### config.mk
export PLATFORM = sky130hd
export DESIGN_NAME = block_check_sched
export DESIGN_NICKNAME = d
export VERILOG_FILES = /design/src/rtl/block_check_pkg.sv /design/src/rtl/block_check_sched_char_buf.sv /design/src/rtl/block_check_sched.sv
export SDC_FILE = /design/constraint.sdc
export NUM_CORES = 1
export LEC_CHECK = 0
export ABC_AREA = 1
export CORE_MARGIN = 5
export CORE_UTILIZATION = 40
export CTS_CLUSTER_SIZE = 28
export DETAILED_ROUTE_END_ITERATION = 8
export PLACE_DENSITY_LB_ADDON = 0.1
export SLEW_MARGIN = 20
export SYNTH_ARGS = -nofsm -noshare
export SYNTH_HDL_FRONTEND = slang
export SYNTH_HIERARCHICAL = 1
export SYNTH_SLANG_ARGS = --single-unit
### constraint.sdc
create_clock -name clk -period 2.8 [get_ports clk]
set_input_delay 0.28 -clock clk [delete_from_list [all_inputs] [get_ports clk]]
set_output_delay 0.28 -clock clk [all_outputs]
set_load 0.02 [all_outputs]
### src/rtl/block_check_pkg.sv
// Shared types and constants for the begin/end check scheduler.
// Holds the FSM encoding, buffer depth default and the filler character.
package block_check_pkg;

  localparam int BUF_DEPTH_DEFAULT = 16;
  localparam logic [7:0] CHAR_SPACE = 8'h20;

  typedef enum logic [2:0] {
    S_IDLE,
    S_LOAD,
    S_DRAIN,
    S_CLR,
    S_PLAY,
    S_TAIL,
    S_SAMPLE,
    S_DONE
  } state_t;

  typedef struct packed {
    logic id;
    logic result;
    logic err;
  } done_t;

endpackage

### src/rtl/block_check_sched_char_buf.sv
// Character store for one session.
// One synchronous write port, one asynchronous read port.
module char_buf #(
  parameter int DEPTH = 16,
  localparam int AW = (DEPTH > 1) ? $clog2(DEPTH) : 1
) (
  input  logic          clk,
  input  logic          we,
  input  logic [AW-1:0] waddr,
  input  logic [7:0]    wdata,
  input  logic [AW-1:0] raddr,
  output logic [7:0]    rdata
);

  logic [7:0] mem [DEPTH];

  // write accepted characters
  always_ff @(posedge clk) begin
    if (we) mem[waddr] <= wdata;
  end

  assign rdata = mem[raddr];

endmodule

### src/rtl/block_check_sched.sv
// Arbitrates two string requesters, buffers one string,
// replays it into an external begin/end checker and reports.
module block_check_sched
  import block_check_pkg::*;
#(
  parameter int BUF_DEPTH = BUF_DEPTH_DEFAULT
) (
  input  logic       clk,
  input  logic       reset,
  input  logic       req0_valid,
  input  logic [7:0] req0_data,
  input  logic       req0_last,
  output logic       req0_ready,
  input  logic       req1_valid,
  input  logic [7:0] req1_data,
  input  logic       req1_last,
  output logic       req1_ready,
  output logic       chk_reset,
  output logic [7:0] chk_in,
  input  logic       chk_result,
  output logic       done_valid,
  output logic       done_id,
  output logic       done_result,
  output logic       done_err
);

  localparam int AW =
    (BUF_DEPTH > 1) ? $clog2(BUF_DEPTH) : 1;
  localparam int CW = $clog2(BUF_DEPTH + 1);

  state_t state;
  state_t nstate;

  logic [CW-1:0] cnt;
  logic [CW-1:0] k;
  logic          grant;
  logic          last_grant;
  logic          err;
  logic          res_q;
  logic          rst_q;

  logic          any;
  logic          pick;
  logic          sel_valid;
  logic          sel_last;
  logic [7:0]    sel_data;
  logic          take;
  logic          acc;
  logic          full;
  logic          play_end;
  logic          we;
  logic [7:0]    rdata;

  assign any  = req0_valid | req1_valid;
  assign pick = (req0_valid & req1_valid)
              ? ~last_grant : req1_valid;

  assign sel_valid = grant ? req1_valid : req0_valid;
  assign sel_last  = grant ? req1_last  : req0_last;
  assign sel_data  = grant ? req1_data  : req0_data;

  assign take = (state == S_LOAD) | (state == S_DRAIN);
  assign acc  = take & sel_valid;
  assign full = (cnt == CW'(BUF_DEPTH - 1));
  assign we   = (state == S_LOAD) & sel_valid;

  assign play_end = (k == cnt - CW'(1));

  char_buf #(
    .DEPTH (BUF_DEPTH)
  ) u_buf (
    .clk   (clk),
    .we    (we),
    .waddr (cnt[AW-1:0]),
    .wdata (sel_data),
    .raddr (k[AW-1:0]),
    .rdata (rdata)
  );

  // state register
  always_ff @(posedge clk) begin
    if (!reset) state <= S_IDLE;
    else        state <= nstate;
  end

  // next-state selection
  always_comb begin
    nstate = state;
    unique case (state)
      S_IDLE:   if (any) nstate = S_LOAD;
      S_LOAD: begin
        if (acc) begin
          if (sel_last)  nstate = S_CLR;
          else if (full) nstate = S_DRAIN;
        end
      end
      S_DRAIN:  if (acc && sel_last) nstate = S_CLR;
      S_CLR:    nstate = S_PLAY;
      S_PLAY:   if (play_end) nstate = S_TAIL;
      S_TAIL:   nstate = S_SAMPLE;
      S_SAMPLE: nstate = S_DONE;
      S_DONE:   nstate = S_IDLE;
      default:  nstate = S_IDLE;
    endcase
  end

  // session datapath: grant, fill count, play index, flags
  always_ff @(posedge clk) begin
    if (!reset) begin
      cnt        <= '0;
      k          <= '0;
      grant      <= 1'b0;
      last_grant <= 1'b1;
      err        <= 1'b0;
      res_q      <= 1'b0;
      rst_q      <= 1'b1;
    end else begin
      rst_q <= 1'b0;
      unique case (state)
        S_IDLE: begin
          cnt <= '0;
          k   <= '0;
          if (any) begin
            grant      <= pick;
            last_grant <= pick;
          end
        end
        S_LOAD: begin
          if (acc) begin
            cnt <= cnt + CW'(1);
            if (!sel_last && full) err <= 1'b1;
          end
        end
        S_CLR:    k     <= '0;
        S_PLAY:   k     <= k + CW'(1);
        S_SAMPLE: res_q <= chk_result;
        S_DONE:   err   <= 1'b0;
        default: ;
      endcase
    end
  end

  // outputs decoded from state
  always_comb begin
    req0_ready  = 1'b0;
    req1_ready  = 1'b0;
    chk_reset   = rst_q;
    chk_in      = CHAR_SPACE;
    done_valid  = 1'b0;
    done_id     = 1'b0;
    done_result = 1'b0;
    done_err    = 1'b0;
    unique case (state)
      S_LOAD, S_DRAIN: begin
        req0_ready = ~grant;
        req1_ready = grant;
      end
      S_CLR:  chk_reset = 1'b1;
      S_PLAY: chk_in    = rdata;
      S_DONE: begin
        done_valid  = 1'b1;
        done_id     = grant;
        done_result = res_q;
        done_err    = err;
      end
      default: ;
    endcase
  end

endmodule

==> run_results.csv, run 1 <==
group,metric,value,unit
setup_path,worstSetupPathType,"flop to output pin",
placement,portBuffers,37,
setup_path,crit_arrival,2.33,ns
synthesis,muxShareOfSynthArea,0,%
sta,clock_skew,0.0108,ns
cells_and_area,drive_above_1_share,8.89,%
clocking,cts-hold-fix-buffers,0,
route,ant_nets,0,
route,highest_layer,"met4",
synthesis,async_flop_share,0,%
cells_and_area,instances_no_fill,1057,
global_routing,grt_max_degree,65,
route,viasPerCell,4.83,
hold_path,hold_class,"flop to flop",
route,route.vias.total,5103,
synthesis,syn_inst,767,
synthesis,netlist_area,0.00689,mm^2
sta,fin_ws,0.188,ns
synthesis,ys.flop_type,"edfxtp_1",
placement,pre_cts_ws,0.480,ns
cells_and_area,num_antenna_cells,0,
synthesis,yosysWarnings,6,
sta,fin_hold_ws,0.465,ns
clocking,root_buffer,"clkbuf_16",
sta,hold_violations,0,
synthesis,avgSynthCellArea,8.98,um^2
global_routing,grt_remaining_overflow,0,
setup_path,cp_max_fo,32,
placement,dp_cells,1024,
sta,setup_viol,0,
clocking,cts_tree,"yes",
route,dr_wl_met3,994,um
synthesis,syn_nets,794,
sta,worst_slew_pin_slew,0.799,ns
synthesis,synth_xor_area_share,0,%
synthesis,yosysMostFrequentCell,"nand2_1",
sta,max_freq,383,MHz
global_routing,antenna_found_initial,0,
die,io_pins,38,
clocking,path_clk_slew,0.06,ns
global_routing,grt_pass1_wl,27400,um
sta,report.final.slew_viol_count,0,
sta,fin_tns_setup,0,ns
synthesis,synthSimpleGateAreaFrac,26.0,%
setup_path,r2r_cells,7,
route,dr_wl_met2,8060,um
sta,min_period,2.61,ns
synthesis,synth_top_area_cell,"edfxtp_1",
die,die_h,141,um
sta,rsz0062_at_grt,"no",
die,rows,48,
power,p_total,0.00592,W
clocking,clock_latency,0.42,ns
synthesis,yosysSeqAreaShare,61.0,%
global_routing,gr-usage-all-layers,18.1,%
die,die_x,141,um
synthesis,synth_compound_area_share,1.93,%
sta,relSlewSlack,46.6,%
synthesis,yosys-top-cells-count,"nand2_1 (251), edfxtp_1 (128), inv_1 (126)",
synthesis,synth_top_area_share,55.8,%
synthesis,synth_top_family_by_area,"simple AND/OR/NAND/NOR gates",
setup_path,end_kind,"output pin",
synthesis,synth_area_leaders,"edfxtp_1 (56%), nand2_1 (14%), nand3_1 (7.7%), inv_1 (6.9%), dfxtp_1 (5.2%)",
synthesis,synth_edf_count,128,
synthesis,synth_seq_cells,146,
cells_and_area,num-nets-final,846,
power,p_leak,3.50,nW
route,wire_per_inst,16.5,um
route,drc,0,
die,core,0.0171,mm^2
hold_path,holdPathStages,2,
cells_and_area,area_growth,18.6,%
clocking,cts.sinks,146,
die,fp.dieArea,0.0199,mm^2
route,drt-total-wl,17500,um
synthesis,synth.distinct_cells,31,
global_routing,grt_pass1_vias,5133,
synthesis,synth_adder_area_share,0.727,%
die,start_util,40.2,%
placement,dp_hpwl,11200,um
clocking,htreeDepth,4,
sta,period_share,93.3,%
route,wl_met1,8080,um
flow_run,cap_violations,0,
route,dr.pass1.iters,6,
outcome,status,"completed",
clocking,numCtsBuffers,17,
placement,finalWeightedCongestion,0.868,
setup_path,cp-start-kind,"flop",
power,p_per_area,725,mW/mm^2
clocking,clockBufferDepth,2,
setup_path,crit_required,2.52,ns
power,peakVddDrop,0.474,mV
route,drt_iter0_markers,540,
placed cells by master, fill, tap and decap left out, types with 13 or more instances in the layout:
| master | synthesis | final |
|---|---|---|
| edfxtp_1 | 128 | 128 |
| nor2_1 | 45 | 45 |
| nand3_1 | 106 | 106 |
| dfxtp_1 | 18 | 17 |
| inv_2 | 14 | 13 |
| buf_4 | 4 | 19 |
| nand2_1 | 251 | 251 |
| clkdlybuf4s50_1 | 0 | 35 |
| a21oi_1 | 15 | 15 |
| clkbuf_16 | 0 | 18 |
| inv_1 | 126 | 126 |
registers in the layout, indices dropped and copies added (netlist names):
register,cells
last_grant,1
grant,1
rst_q,1
state,3
res_q,1
err,1
cnt,5
u_buf/mem,128
k,5
cells by family (layout without fill, tap and decap cells):
kind of cell	Yosys count	in the layout
adders and majority gates	4	4
AOI/OAI and AO/OA	24	24
DFF	146	146
and+or+nand+nor	424	424
buffers and inverters	169	234
per-stage QoR:
| step | util [%] | instance area [um^2] |
|---|---|---|
| 6_report | 47.7 | 8170 |
| 5_1_grt | 47.7 | 8170 |
| 4_1_cts | 47.5 | 8130 |
| 3_5_place_dp | 44.1 | 7550 |
| 3_3_place_gp | 44.1 | 7550 |
| 2_1_floorplan | - | 6890 |
final cells by class:
| cell class | count | area [um^2] |
|---|---|---|
| inverters | 142 | 536 |
| multi-input cells | 452 | 1970 |
| flip-flops and latches | 146 | 4210 |
| well taps | 225 | 282 |
| clock buffers | 20 | 437 |
| repair buffers | 60 | 594 |
| clock inverters | 12 | 140 |
| fillers | 1645 | 8950 |
path summary, 6_finish.rpt:
path                            slack, ns                to   from
worst max-delay path                 0.19         chk_in[7]   k[0]
worst min-delay path                 0.47             res_q  res_q
worst max register to register       0.83  u_buf/mem[10][3]  grant
worst min register to register       0.47             res_q  res_q
routing by layer:
| metal | GRT usage (%) | vias to the layer above |
|---|---|---|
| met5 | 0 | - |
| met4 | 6.43 | 0 |
| met2 | 29.0 | 158 |
| li1 | - | 2547 |
| met1 | 24.6 | 2373 |
| met3 | 3.53 | 25 |
where the power goes:
group	switching [W]	internal, W	leakage [nW]
registers	0.0000567	0.00254	1.30
logic	0.000767	0.000335	1.92
clock network	0.000839	0.00139	0.278
total	0.00166	0.00426	3.50
critical path, stage by stage, from the launching register on:
cell,delay [ns]
dfxtp_2,0.34
inv_2,0.12
buf_12,0.22
nand2_1,0.07
nand2_1,0.09
nand2_1,0.06
nand3_1,0.08
nand3_1,0.07
nand2_1,0.09
inv_1,0.04
nor2_1,0.10
clkdlybuf4s50_1,0.61
repair_timing:
| action | CTS | global route |
|---|---|---|
| hold endpoints to repair | 0 | 0 |
| endpoints found under the setup margin | 0 | 6 |
| buffers inserted | 0 | 0 |
| gates resized for setup | 0 | 5 |
(Power assumes the default switching activity.)
==> run 2, diff against run 1 <==
HOLD_SLACK_MARGIN = 0.08   (was unset)
clock period = 2.45 ns   (was 2.8 ns; I/O delays follow)
==> run 2 against run 1 <==
Compared with the run above:
- cell count increased by 0.76%
- clock skew shrank 0.0016 ns
- sequential share of layout area decreased by 0.75 points
- critical path depth down 1
- first-iteration DRC count decreased by 40%
- via count grew 1.1%
- wire length decreased by 1.5%
- largest cell class unchanged
==> run_results.csv, run 2 (same netlist as run 1, synthesis figures left out) <==
group,metric,value,unit
global_routing,grt_max_degree,55,
setup_path,rrSetupSlack,0.62,ns
flow_run,cap_violations,0,
route,route.vias.total,5161,
cells_and_area,num-nets-final,854,
clocking,clockBufferDepth,2,
sta,period_share,94.1,%
die,rows,48,
placement,pre_cts_ws,0.208,ns
clocking,path_clk_slew,0.06,ns
route,wl_met1,7980,um
global_routing,grt_pass1_vias,5144,
setup_path,end_kind,"output pin",
cells_and_area,final_common_cell,"nand2_1",
outcome,status,"completed",
placement,portBuffers,37,
clocking,htreeDepth,4,
clocking,root_buffer,"clkbuf_16",
die,fp.dieArea,0.0199,mm^2
sta,max_freq,434,MHz
sta,min_period,2.30,ns
sta,worst_slew_pin_slew,0.702,ns
clocking,cts.sinks,146,
cells_and_area,drive_above_1_share,11.2,%
die,io_pins,38,
cells_and_area,largest_registers,"u_buf/mem (128), cnt (5), k (5)",
setup_path,worstSetupPathType,"flop to output pin",
sta,report.final.slew_viol_count,0,
clocking,clock_latency,0.43,ns
setup_path,crit_arrival,2.06,ns
die,start_util,40.2,%
placement,dp_cells,1032,
route,dr_wl_met3,746,um
cells_and_area,area_growth,20.5,%
cells_and_area,final_cell_mix,"nand2_1 (251), edfxtp_1 (128), inv_1 (125)",
cells_and_area,largest_reg_flops,128,
placement,dp_hpwl,11300,um
hold_path,hold_class,"primary input to flop",
setup_path,r2r_cells,7,
cells_and_area,num_antenna_cells,0,
power,p_leak,3.55,nW
route,viasPerCell,4.85,
setup_path,reg2reg_from,"grant",
setup_path,crit_required,2.20,ns
sta,rsz0062_at_grt,"no",
cells_and_area,nFillCells,1639,
sta,relSlewSlack,53.1,%
global_routing,antenna_found_initial,0,
cells_and_area,multi_input_area,0.00197,mm^2
power,peakVddDrop,0.496,mV
sta,fin_ws,0.146,ns
route,wire_per_inst,16.1,um
route,drt-total-wl,17200,um
route,drc,0,
global_routing,gr-usage-all-layers,17.9,%
die,core,0.0171,mm^2
die,die_h,141,um
route,drt_iter0_markers,323,
setup_path,r2r-end,"u_buf/mem[15][6]",
clocking,cts_tree,"yes",
setup_path,cp_max_fo,27,
sta,setup_viol,0,
route,dr.pass1.iters,5,
cells_and_area,ff_latch_area,0.00421,mm^2
setup_path,crit_path_start,"k[0]",
power,p_per_area,836,mW/mm^2
route,dr_wl_met2,8150,um
placement,finalWeightedCongestion,0.824,
sta,clock_skew,0.00912,ns
clocking,numCtsBuffers,17,
route,ant_nets,0,
sta,hold_violations,0,
sta,fin_tns_setup,0,ns
die,die_x,141,um
setup_path,endpoint,"chk_in[2]",
setup_path,cp-start-kind,"flop",
cells_and_area,top_register,"u_buf/mem",
global_routing,grt_remaining_overflow,0,
route,highest_layer,"met4",
cells_and_area,instances_no_fill,1065,
global_routing,grt_pass1_wl,27200,um
## run 2: changes by cell type in the layout (fill, tap and decap cells not counted), sizes merged
cell	change
clkdlybuf4s15	+1
dlygate4sd2	+2
clkdlybuf4s50	-6
clkinv	-3
buf	+8
inv	+1
clkinvlp	+3
dlymetal6s2s	-1
bufinv	+1
clkbuf	+2
## run 2: metal layers
layer  up-vias  track usage [%]
met5         -                0
met4         0             5.76
met3        26             3.80
met2       141             29.3
met1      2432             23.8
li1       2562                -
## run 2: worst min-delay path by stage
stage,slack [ns],endpoint,cells past startpoint,from
after floorplan,0.43,last_grant,2,last_grant
after global placement,0.44,res_q,2,res_q
after detailed placement,0.45,res_q,2,res_q
after CTS,0.44,res_q,3,chk_result
after global routing,0.48,res_q,3,chk_result
final,0.45,res_q,3,chk_result
## run 2: layout make-up
class                      instances  area share, %
inverter                         142           6.53
timing repair buffer              68           8.14
clock buffer                      18           5.17
tap                              225           3.39
multi-input combinational        452           23.8
sequential                       146           50.8
clock inverter                    14           2.23
## run 2: what timing repair did
| item | 4_1_cts | 5_1_grt |
|---|---|---|
| hold buffers | 0 | 0 |
| buffers inserted | 0 | 0 |
| pin swaps | 0 | 0 |
| endpoints found under the setup margin | 8 | 10 |
| cloned | 0 | 1 |
| gates resized for setup | 8 | 15 |
## run 2: power by group
part / leakage (nW) / switching [W] / total (W) / internal [W]
Combinational: 1.96 / 0.000856 / 0.00127 / 0.000413
Sequential: 1.30 / 0.0000698 / 0.00297 / 0.00290
Clock: 0.294 / 0.00100 / 0.00270 / 0.00170
Total: 3.55 / 0.00193 / 0.00694 / 0.00501
## run 2: per-stage QoR
| stage | hold slack [ns] | power [W] | area [um^2] | util (%) |
|---|---|---|---|---|
| 2_1_floorplan | 0.429 | 0.00385 | 6890 | - |
| 3_3_place_gp | 0.439 | 0.00428 | 7660 | 44.8 |
| 3_5_place_dp | 0.446 | 0.00429 | 7660 | 44.8 |
| 4_1_cts | 0.444 | 0.00697 | 8270 | 48.3 |
| 5_1_grt | 0.478 | 0.00728 | 8300 | 48.5 |
| 6_report | 0.449 | 0.00694 | 8300 | 48.5 |
## run 2: worst max-delay path, cell delays in order (launching register included)
cell	delay (ns)
dfxtp_4	0.40
buf_12	0.19
nand2_1	0.09
nand2_1	0.09
nand2_1	0.06
nand3_1	0.12
nand3_1	0.12
nand2_1	0.09
inv_1	0.04
nor2_1	0.08
dlygate4sd2_1	0.34
==> run 3, diff against run 2 <==
GPL_ROUTABILITY_DRIVEN = 1   (was unset)
==> results of run 3 <==
No change in the layout: final DEF, timing and power equal those of run 2.
